File: config.mk
export PLATFORM = sky130hd
export DESIGN_NAME = reg_dest_pipe
export DESIGN_NICKNAME = d
export VERILOG_FILES = /design/src/rtl/reg_dest_pipe.sv
export SDC_FILE = /design/constraint.sdc
export NUM_CORES = 1
export LEC_CHECK = 0
export BUFFER_PORTS_ARGS = -buffer_cell sky130_fd_sc_hd__buf_4
export CAP_MARGIN = 20
export CORE_MARGIN = 1
export CORE_UTILIZATION = 48
export DETAILED_ROUTE_END_ITERATION = 8
export PLACE_DENSITY = 0.87
export SLEW_MARGIN = 20
export SYNTH_ARGS = -nofsm -noshare
export SYNTH_HDL_FRONTEND = slang
export SYNTH_SLANG_ARGS = --single-unit
export TNS_END_PERCENT = 50
File: constraint.sdc
create_clock -name clk -period 2.2 [get_ports clk]
set_clock_uncertainty 0.15 [all_clocks]
set_input_delay 0.22 -clock clk [delete_from_list [all_inputs] [get_ports clk]]
set_output_delay 0.22 -clock clk [all_outputs]
set_load 0.02 [all_outputs]
File: src/rtl/reg_dest_pipe.sv
// reg_dest_pipe
//   Selects the destination register of the instruction entering the pipeline
//   (rt, rd, link register or none), carries {addr, en} through a DEPTH-stage
//   shift pipeline to the register-file write port, and compares two decode
//   source registers against every in-flight destination to flag RAW hazards
//   and choose the youngest forwarding stage.
//
// Ports
//   clk, rst_n        clock, asynchronous active-low reset
//   sel               00 = in0 (rt), 01 = in1 (rd), 10 = LINK_REG, 11 = no write
//   in0, in1          rt / rd fields
//   valid_in, wen_in  instruction enters stage 0 / instruction writes a register
//   stall             freeze all stages
//   flush             kill stages 0..DEPTH-2
//   src_a, src_b      decode-stage source registers
//   dest_out          combinational selected destination (0 when sel = 11)
//   hit_a, hit_b      per-stage source match, bit i = stage i
//   hazard_a/b        any stage matches
//   fwd_a/b           youngest matching stage, DEPTH when none
//   wb_addr, wb_en    register-file write port (oldest stage)
module reg_dest_pipe #(
  parameter int unsigned REG_W    = 5,
  parameter int unsigned DEPTH    = 3,
  parameter int unsigned LINK_REG = 31
) (
  input  logic                       clk,
  input  logic                       rst_n,
  input  logic [1:0]                 sel,
  input  logic [REG_W-1:0]           in0,
  input  logic [REG_W-1:0]           in1,
  input  logic                       valid_in,
  input  logic                       wen_in,
  input  logic                       stall,
  input  logic                       flush,
  input  logic [REG_W-1:0]           src_a,
  input  logic [REG_W-1:0]           src_b,
  output logic [REG_W-1:0]           dest_out,
  output logic [DEPTH-1:0]           hit_a,
  output logic [DEPTH-1:0]           hit_b,
  output logic                       hazard_a,
  output logic                       hazard_b,
  output logic [$clog2(DEPTH+1)-1:0] fwd_a,
  output logic [$clog2(DEPTH+1)-1:0] fwd_b,
  output logic [REG_W-1:0]           wb_addr,
  output logic                       wb_en
);

  localparam int unsigned FW = $clog2(DEPTH + 1);

  // One in-flight destination entry
  typedef struct packed {
    logic [REG_W-1:0] addr;
    logic             en;
  } stage_t;

  stage_t stage_q [DEPTH];
  stage_t cap;

  // Destination select
  always_comb begin
    dest_out = '0;
    unique case (sel)
      2'b00:   dest_out = in0;
      2'b01:   dest_out = in1;
      2'b10:   dest_out = REG_W'(LINK_REG);
      default: dest_out = '0;
    endcase
  end

  // Stage-0 capture; register 0 never creates a live entry
  always_comb begin
    cap.addr = dest_out;
    cap.en   = valid_in & wen_in & (sel != 2'b11) & (dest_out != '0);
  end

  // Shift pipeline; flush clears the younger stages but lets the oldest
  // one advance (or hold under stall) so the resolving instruction retires
  always_ff @(posedge clk or negedge rst_n) begin
    if (!rst_n) begin
      for (int i = 0; i < int'(DEPTH); i++) stage_q[i] <= '0;
    end else if (flush) begin
      for (int i = 0; i < int'(DEPTH) - 1; i++) stage_q[i] <= '0;
      if (!stall) stage_q[DEPTH-1] <= stage_q[DEPTH-2];
    end else if (!stall) begin
      stage_q[0] <= cap;
      for (int i = 1; i < int'(DEPTH); i++) stage_q[i] <= stage_q[i-1];
    end
  end

  // Write port; a held write is suppressed while stalled so it fires once
  assign wb_addr = stage_q[DEPTH-1].addr;
  assign wb_en   = stage_q[DEPTH-1].en & ~stall;

  // Per-stage source compares, from registered state only
  for (genvar g = 0; g < int'(DEPTH); g++) begin : g_hit
    assign hit_a[g] = stage_q[g].en & (stage_q[g].addr == src_a) & (|src_a);
    assign hit_b[g] = stage_q[g].en & (stage_q[g].addr == src_b) & (|src_b);
  end

  assign hazard_a = |hit_a;
  assign hazard_b = |hit_b;

  // Youngest producer wins: scan from oldest to youngest so the lowest index sticks
  always_comb begin
    fwd_a = FW'(DEPTH);
    fwd_b = FW'(DEPTH);
    for (int i = int'(DEPTH) - 1; i >= 0; i--) begin
      if (hit_a[i]) fwd_a = FW'(i);
      if (hit_b[i]) fwd_b = FW'(i);
    end
  end

endmodule

==> impl_metrics.env, run 1 <==
export IMPL_cts_max_level=1
export IMPL_ys_flop_type="dfrtp_1"
export IMPL_hold_viol=0
export IMPL_first_global_vias=1037
export IMPL_synth_edf_count=0
export IMPL_synth_cell_types=23
export IMPL_synth_async_reset_ratio=1.00
export IMPL_r2r_slack_ns=1.08
export IMPL_period_needed_ns=2.16
export IMPL_rr_startpoint="stage_q[12]$_DFFE_PN0P_"
export IMPL_status="completed"
export IMPL_core_rowCount=18
export IMPL_syn_nets=157
export IMPL_place_hpwl_um=2240
export IMPL_yosysMostFrequentCell="xnor2_1"
export IMPL_hold_path_class="input pin to register"
export IMPL_yosys_area_share_simple=0.190
export IMPL_critical_path_class="input pin to output port"
export IMPL_core_sq_um=2480
export IMPL_powerDensity_nw_per_um2=445
export IMPL_slowest_stage="or4_1"
export IMPL_overflow=0
export IMPL_ir_drop_v=0.000346
export IMPL_tightestPinTransition_ns=0.384
export IMPL_p_leak_nw=0.807
export IMPL_syn_to_final_growth_pct=37.7
export IMPL_avgSynthCellArea_sq_um=9.69
export IMPL_syn_area_sq_um=1250
export IMPL_synth_compound_area_frac=0.0511
export IMPL_cp_common_cell="buf_4"
export IMPL_cts_tree="built"
export IMPL_clkSinkCount=18
export IMPL_ys_seq_area_frac=0.360
export IMPL_period_share=0.982
export IMPL_fin_area_sq_um=1720
export IMPL_worst_slack_ns=0.0394
export IMPL_final_nets=207
export IMPL_cp_max_fo=4
export IMPL_worstSkewPairLatency_ns=0.29
export IMPL_r2r_cells=3
export IMPL_io_buffers=50
export IMPL_holdPathStages=2
export IMPL_fin_total_pwr_mw=0.766
export IMPL_yosys_top_cells_count="xnor2_1 (22), dfrtp_1 (18), nor2_1 (18)"
export IMPL_yosysWarnings=0
export IMPL_post_dp_cell_area_sq_um=1610
export IMPL_via_per_inst=5.54
export IMPL_pwr_share_clk=0.260
export IMPL_postRouteWirelength_um=2930
export IMPL_cp_start_kind="input pin"
export IMPL_max_freq_mhz=463
export IMPL_synth_top_cell_by_area="dfrtp_1"
export IMPL_cts_path_max_buffers=2
export IMPL_antenna_found_initial=0
export IMPL_drt_pass1_iter_count=4
export IMPL_synth_fa_ha_area_frac=0
export IMPL_die_h_um=53.0
export IMPL_setup_violations=0
export IMPL_die_area_sq_um=2810
export IMPL_timing_rr_end="stage_q[12]$_DFFE_PN0P_"
export IMPL_io_pins=51
export IMPL_drive_gt1_frac=0.416
export IMPL_synthMuxAreaShare=0.142
export IMPL_slowest_delay_ns=0.57
export IMPL_critPathCaptureType="output port"
export IMPL_dieWidth_um=53.0
export IMPL_route_vias_total=1153
export IMPL_root_buffer="clkbuf_4"
export IMPL_drc=0
export IMPL_report_final_slew_viol_count=0
export IMPL_track_usage=0.228
export IMPL_arrival_ns=1.79
export IMPL_synth_xor_area_frac=0.210
export IMPL_min_from="flush"
export IMPL_synthTopCellsByArea="dfrtp_1 (36%), xnor2_1 (15%), mux2i_1 (8.8%)"
export IMPL_start_util=0.505
export IMPL_antenna_left=0
export IMPL_gp_congestion=0.857
export IMPL_drt_wirelength_per_cell_um=14.1
export IMPL_cts_clk_slew_worst_paths_ns=0.10
export IMPL_drtIter0Drc=23
export IMPL_path_cells="buf_4 > or4_1 > nor2_4 > or3_4 > inv_2 > or3_1 > buf_4"
export IMPL_internal_power_mw=0.549
export IMPL_netSwitchingPower_mw=0.217
export IMPL_switching_share=0.283
export IMPL_maxCapViolations=0
export IMPL_required_ns=1.83
export IMPL_grt_first_pass_wirelength_um=4550
export IMPL_place_ws_ns=0.0830
export IMPL_synth_seq_cells=18
export IMPL_slew_headroom=0.742
export IMPL_synth_top_family_by_area="XOR/XNOR gates"
export IMPL_p_comb_frac=0.263
export IMPL_cts_buffers=3
export IMPL_synth_cells=129
export IMPL_grt_max_degree=21
export IMPL_whs_endpoint="stage_q[6]$_DFFE_PN0P_"
export IMPL_antenna_cells=0
export IMPL_cp_startpoint="src_b[1]"
export IMPL_pwr_share_seq=0.477
export IMPL_synth_top_area_frac=0.360
==> per-stage QoR <==
step / instances / utilization / hold slack, ns / setup TNS, ns
3_5_place_dp: 201 / 0.651 / -0.0535 / 0
5_1_grt: 208 / 0.695 / 0.0208 / -0.0157
3_3_place_gp: 201 / 0.651 / -0.0557 / 0
4_1_cts: 206 / 0.672 / 0.0200 / 0
2_1_floorplan: 129 / - / -0.226 / 0
6_report: 208 / 0.695 / 0.0271 / 0
==> worst max-delay path by stage <==
stage | to | slack [ns] | cells past startpoint
after global routing | hazard_b | -0.02 | 6
after floorplan | hazard_a | 0.05 | 4
after global placement | hazard_b | 0.13 | 7
final | hazard_b | 0.04 | 7
after detailed placement | hazard_a | 0.08 | 7
after CTS | hazard_a | 0.01 | 6
==> state kept, by name, indices dropped and copies added, names as in the netlist <==
| register | count |
|---|---|
| stage_q | 13 |
| wb_addr | 5 |
==> kinds of logic after synthesis <==
logic type             count (synthesis)
buffers and inverters                 10
AND/OR/NAND/NOR                       45
multiplexers                          17
XOR/XNOR                              30
flip-flops                            18
AO/OA/AOI/OAI                          9
==> critical path: cells and delay by family <==
kind	cells	cell delay, ns
AND/OR/NAND/NOR	4	1.22
buffers and inverters	3	0.33
==> layer usage <==
metal  share of wire  vias up  global-route usage
met3           0.057        4              0.0230
met1            0.42      544               0.263
met2            0.51       54               0.409
met5               0        -                   0
met4           0.016        0               0.118
li1                -      551                   -
==> power groups by stage <==
stage | sequential [mW] | combinational (mW) | clock [mW]
detailed placement | 0.371 | 0.193 | 0
finish | 0.365 | 0.201 | 0.199
global route | 0.367 | 0.218 | 0.223
global placement | 0.371 | 0.188 | 0
floorplan | 0.366 | 0.110 | 0
CTS | 0.365 | 0.197 | 0.205
==> area by class of cell <==
cell class | instances | area, sq um
clock buffers | 4 | 36.3
repair buffers | 53 | 400
inverters | 2 | 7.51
flip-flops and latches | 18 | 452
fillers | 191 | 756
well taps | 30 | 37.5
multi-input cells | 101 | 788
==> layout by cell type (no fill, tap or decap) <==
cell type,instances
clkbuf_4,3
dlygate4sd3_1,1
nor3_1,2
xnor2_1,22
dfrtp_2,1
or4_4,1
nand4_1,6
nor2_4,2
nand2_1,3
o2bb2ai_1,5
a21oi_1,4
buf_4,52
nor4bb_1,1
mux2_2,6
xor2_1,8
nor2b_1,2
or3_1,2
mux2i_1,11
and3b_1,1
dfrtp_1,17
or4_1,1
clkbuf_8,1
nor4_2,4
inv_2,2
or3_4,2
nor2_1,18
==> what timing repair did <==
item / CTS / global route
endpoints found under the hold margin: 18 / 0
resized for setup: 1 / 9
hold buffers: 1 / 0
pin swaps: 0 / 4
buffers inserted: 0 / 2
setup endpoints to repair: 1 / 7
No activity file was read; power rests on OpenSTA's default activity.
==> run 2: changes to the inputs <==
CELL_PAD_IN_SITES_DETAIL_PLACEMENT = 0   (was not set)
CELL_PAD_IN_SITES_GLOBAL_PLACEMENT = 1   (was not set)
CORE_UTILIZATION = 35   (was 48)
PLACE_DENSITY = 0.86   (was 0.87)
==> run 2 against run 1 <==
Compared with the run above:
- final cell count grew 7.2%
- register-to-register slack about the same
- power rose by 0.41%
- worst setup slack better by 0.032 ns
- via count down 1.6%
- non-clock buffer count decreased by 1
- core utilization is 18 points lower
- largest power group unchanged
- highest routed layer unchanged
==> impl_metrics.env, run 2 (synthesized netlist as in run 1, its figures left out) <==
export IMPL_status="completed"
export IMPL_cts_max_level=1
export IMPL_io_pins=51
export IMPL_maxCapViolations=0
export IMPL_p_leak_nw=0.815
export IMPL_root_buffer="clkbuf_4"
export IMPL_drtIter0Drc=25
export IMPL_slowest_delay_ns=0.56
export IMPL_dieWidth_um=61.8
export IMPL_fin_setup_tns_ns=0
export IMPL_report_final_slew_viol_count=0
export IMPL_layout_common_cells="buf_4 (51), xnor2_1 (18), nor2_1 (18), dfrtp_1 (14), mux2i_1 (11)"
export IMPL_overflow=0
export IMPL_drc=0
export IMPL_antenna_cells=0
export IMPL_fin_total_pwr_mw=0.769
export IMPL_drt_wirelength_per_cell_um=13.5
export IMPL_arrival_ns=1.76
export IMPL_final_nets=206
export IMPL_mostFrequentLayoutCell="buf_4"
export IMPL_via_per_inst=5.09
export IMPL_largest_register="stage_q"
export IMPL_max_freq_mhz=470
export IMPL_cts_path_max_buffers=2
export IMPL_critPathTopFamily="simple AND/OR/NAND/NOR gates"
export IMPL_antenna_left=0
export IMPL_die_area_sq_um=3810
export IMPL_die_h_um=61.8
export IMPL_final_core_util=0.518
export IMPL_worst_slack_ns=0.0716
export IMPL_place_ws_ns=0.102
export IMPL_period_share=0.967
export IMPL_worstSkewPairLatency_ns=0.28
export IMPL_slowest_stage="or4_1"
export IMPL_drive_gt1_frac=0.446
export IMPL_start_util=0.369
export IMPL_fill_cells=317
export IMPL_cts_setup_buffers=0
export IMPL_slew_headroom=0.709
export IMPL_route_vias_total=1135
export IMPL_io_buffers=50
export IMPL_clkSinkCount=18
export IMPL_first_global_vias=1023
export IMPL_gp_congestion=0.850
export IMPL_cts_buffers=3
export IMPL_drt_pass1_iter_count=2
export IMPL_cp_max_fo=4
export IMPL_setup_violations=0
export IMPL_core_sq_um=3390
export IMPL_core_rowCount=21
export IMPL_required_ns=1.83
export IMPL_place_inst=218
export IMPL_critical_path_class="input pin to output port"
export IMPL_drt_met1_wl_um=1330
export IMPL_crit_buf_inv=3
export IMPL_track_usage=0.162
export IMPL_antenna_found_initial=0
export IMPL_rsz0062_at_grt="false"
export IMPL_grt_first_pass_wirelength_um=4600
export IMPL_cp_common_cell="buf_4"
export IMPL_stdcell_count=223
export IMPL_grt_max_degree=21
export IMPL_cts_tree="built"
export IMPL_syn_to_final_growth_pct=40.5
export IMPL_cts_clk_slew_worst_paths_ns=0.10
export IMPL_cp_start_kind="input pin"
export IMPL_postRouteWirelength_um=3010
export IMPL_tightestPinTransition_ns=0.432
export IMPL_wl_met2_um=1480
export IMPL_ir_drop_v=0.000172
export IMPL_critPathCaptureType="output port"
export IMPL_place_hpwl_um=2360
export IMPL_powerDensity_nw_per_um2=438
export IMPL_route_met3_wl_um=188
export IMPL_path_cells="buf_4 > or4_1 > nor2_4 > or3_4 > inv_2 > or3_1 > buf_4"
export IMPL_hold_viol=0
export IMPL_r2r_slack_ns=1.09
export IMPL_period_needed_ns=2.13
export IMPL_dr_max_layer_used="met4"
export IMPL_hold_path_class="input pin to register"
export IMPL_largest_register_ffs=13
==> run 2: area by class of cell <==
class                           count  area (sq um)  share of cell area
Inverter                            2          7.51             0.00427
Multi-Input combinational cell    101           807               0.459
Tap cell                           46          57.6              0.0328
Clock buffer                        4          36.3              0.0207
Sequential cell                    18           455               0.259
Timing Repair Buffer               52           393               0.224
==> run 2: worst paths after layout <==
check,start,endpoint,cells after the start
min in group asynchronous,rst_n,stage_q[17]$_DFFE_PN0P_,2
worst max-delay path,src_b[1],hazard_b,7
worst min-delay path,flush,stage_q[11]$_DFFE_PN0P_,2
worst min register to register,stage_q[12]$_DFFE_PN0P_,stage_q[6]$_DFFE_PN0P_,2
max in group asynchronous,rst_n,stage_q[7]$_DFFE_PN0P_,2
worst max register to register,stage_q[12]$_DFFE_PN0P_,stage_q[12]$_DFFE_PN0P_,3
==> run 2: layer usage <==
metal | track usage | vias to the layer above
met5 | 0 | -
met4 | 0.0476 | 0
met3 | 0.0186 | 2
met2 | 0.281 | 48
met1 | 0.214 | 539
li1 | - | 546
==> run 2: worst reg2reg max path, cell delays in order, from the launching register on <==
cell and delay [ns]:
dfrtp_1 0.42, and3b_1 0.21, nor3_1 0.14, a21oi_1 0.09
==> run 2: what timing repair did <==
| action | 4_1_cts | 5_1_grt |
|---|---|---|
| resized for setup | 0 | 15 |
| hold buffers | 1 | 0 |
| hold endpoints to repair | 18 | 0 |
| setup endpoints to repair | 0 | 7 |
==> run 2: per-stage QoR <==
stage | hold WS, ns | instance area, sq um
after floorplan | -0.226 | 1250
after global placement | -0.0553 | 1640
after detailed placement | -0.0501 | 1640
final | 0.0318 | 1760
after global routing | 0.0339 | 1760
after CTS | 0.0305 | 1690
==> run 2: power breakdown <==
group	switching, mW	internal (mW)	leakage, nW
Clock	0.0978	0.101	0.0210
Combinational	0.0985	0.105	0.555
Sequential	0.0216	0.345	0.240
==> run 3: changes to the inputs <==
BUFFER_PORTS_ARGS = -buffer_cell sky130_fd_sc_hd__buf_2   (was -buffer_cell sky130_fd_sc_hd__buf_4)
==> run 3 against run 2 <==
Compared with the run above:
- routed wire length is 5.0% lower
- critical path depth is 2 lower
- core utilization is 4.1 points lower
- final cell count is 0.90% higher
- flip-flop and latch count stayed put
- die area stayed put
- clock power is 3% lower
- register-to-register slack hardly changed
- worst setup slack worse by 0.039 ns
- power is 3.7% lower
- combinational power is 11% lower
- largest power group unchanged
- highest routed layer unchanged
==> impl_metrics.env, run 3 (synthesized netlist as in run 1, its figures left out) <==
export IMPL_period_needed_ns=2.17
export IMPL_holdPathStages=2
export IMPL_first_global_vias=995
export IMPL_critical_path_class="register to output port"
export IMPL_arrival_ns=1.80
export IMPL_netSwitchingPower_mw=0.211
export IMPL_multi_input_area_sq_um=774
export IMPL_critPathCaptureType="output port"
export IMPL_slowest_stage="dfrtp_2"
export IMPL_worstSkewPairLatency_ns=0.28
export IMPL_cts_max_level=1
export IMPL_p_leak_nw=0.781
export IMPL_fill_cells=335
export IMPL_pwr_share_seq=0.493
export IMPL_crit_buf_inv=1
export IMPL_largest_register="stage_q"
export IMPL_min_from="flush"
export IMPL_r2r_cells=3
export IMPL_hold_path_class="input pin to register"
export IMPL_r2r_slack_ns=1.09
export IMPL_antenna_found_initial=0
export IMPL_cp_startpoint="stage_q[9]$_DFFE_PN0P_"
export IMPL_path_cells="xnor2_1 > nand4_1 > or3_2 > a21oi_1 > buf_2"
export IMPL_route_vias_total=1090
export IMPL_ir_drop_v=0.000193
export IMPL_pwr_share_clk=0.263
export IMPL_slowest_delay_ns=0.45
export IMPL_final_core_util=0.477
export IMPL_timing_rr_end="stage_q[12]$_DFFE_PN0P_"
export IMPL_internal_power_mw=0.530
export IMPL_via_per_inst=4.84
export IMPL_report_final_slew_viol_count=0
export IMPL_cts_clk_slew_worst_paths_ns=0.10
export IMPL_antenna_left=0
export IMPL_switching_share=0.285
export IMPL_core_rowCount=21
export IMPL_cts_buffers=3
export IMPL_dieWidth_um=61.8
export IMPL_critPathTopFamily="simple AND/OR/NAND/NOR gates"
export IMPL_setup_violations=0
export IMPL_clkSinkCount=18
export IMPL_grt_max_degree=21
export IMPL_grt_first_pass_wirelength_um=4560
export IMPL_gp_congestion=0.864
export IMPL_syn_to_final_growth_pct=29.3
export IMPL_mostFrequentLayoutCell="buf_2"
export IMPL_drt_pass1_iter_count=4
export IMPL_tightestPinTransition_ns=0.481
export IMPL_fin_total_pwr_mw=0.741
export IMPL_io_buffers=50
export IMPL_maxCapViolations=0
export IMPL_track_usage=0.164
export IMPL_cp_max_fo=3
export IMPL_hold_viol=0
export IMPL_layout_common_cells="buf_2 (48), xnor2_1 (21), nor2_1 (18), dfrtp_1 (16), mux2i_1 (11)"
export IMPL_required_ns=1.83
export IMPL_cp_start_kind="register"
export IMPL_die_area_sq_um=3810
export IMPL_status="completed"
export IMPL_p_comb_frac=0.244
export IMPL_final_nets=208
export IMPL_largest_register_ffs=13
export IMPL_antenna_cells=0
export IMPL_core_sq_um=3390
export IMPL_postRouteWirelength_um=2860
export IMPL_drt_wirelength_per_cell_um=12.7
export IMPL_rr_startpoint="stage_q[12]$_DFFE_PN0P_"
export IMPL_seq_area_sq_um=453
export IMPL_start_util=0.369
export IMPL_cts_tree="built"
export IMPL_drtIter0Drc=29
export IMPL_slew_headroom=0.679
export IMPL_period_share=0.985
export IMPL_drive_gt1_frac=0.419
export IMPL_root_buffer="clkbuf_4"
export IMPL_place_hpwl_um=2280
export IMPL_drc=0
export IMPL_whs_endpoint="stage_q[9]$_DFFE_PN0P_"
export IMPL_powerDensity_nw_per_um2=458
export IMPL_die_h_um=61.8
export IMPL_cts_path_max_buffers=2
export IMPL_max_freq_mhz=461
export IMPL_io_pins=51
export IMPL_overflow=0
[run 3: stage by stage]
stage	TNS, ns	hold WS [ns]	area [sq um]	std cells	setup WS [ns]
4_1_cts	0	0.0987	1570	223	0.0139
5_1_grt	-0.121	0.109	1620	225	-0.0475
3_3_place_gp	0	0.00952	1510	217	0.134
2_1_floorplan	0	-0.226	1250	129	0.0540
3_5_place_dp	0	0.0162	1510	217	0.105
6_report	0	0.0998	1620	225	0.0324
[run 3: power by group through the flow]
| stage | logic (mW) | registers [mW] | clock network, mW |
|---|---|---|---|
| final | 0.181 | 0.365 | 0.194 |
| after global routing | 0.200 | 0.367 | 0.215 |
| after CTS | 0.176 | 0.365 | 0.203 |
| after detailed placement | 0.171 | 0.372 | 0 |
| after global placement | 0.168 | 0.371 | 0 |
| after floorplan | 0.110 | 0.366 | 0 |
[run 3: how the worst max path moves through the flow]
stage	endpoint	cells after the start
after detailed placement	hazard_b	7
after floorplan	hazard_a	4
after global placement	hazard_b	7
after global routing	fwd_a[0]	5
after CTS	fwd_b[0]	5
final	fwd_a[0]	5
[run 3: cell type report]
| class | count | share of cell area |
|---|---|---|
| repair buffers | 54 | 0.178 |
| clock buffers | 4 | 0.0224 |
| well taps | 46 | 0.0356 |
| inverters | 2 | 0.00464 |
| multi-input cells | 101 | 0.479 |
| flip-flops and latches | 18 | 0.280 |
[run 3: routing by layer]
layer / GRT usage / wire (um) / share of wire / vias to the layer above
li1: - / - / - / 547
met1: 0.225 / 1350 / 0.47 / 495
met2: 0.270 / 1320 / 0.46 / 46
met3: 0.0186 / 178 / 0.062 / 2
met4: 0.0571 / 11 / 0.0039 / 0
met5: 0 / 0 / 0 / -
[run 3: timing repair]
action / CTS / global route
pin swaps: 0 / 3
setup buffers: 1 / 2
resized for setup: 1 / 9
hold endpoints to repair: 18 / 0
endpoints found under the setup margin: 2 / 7
hold buffers: 1 / 0
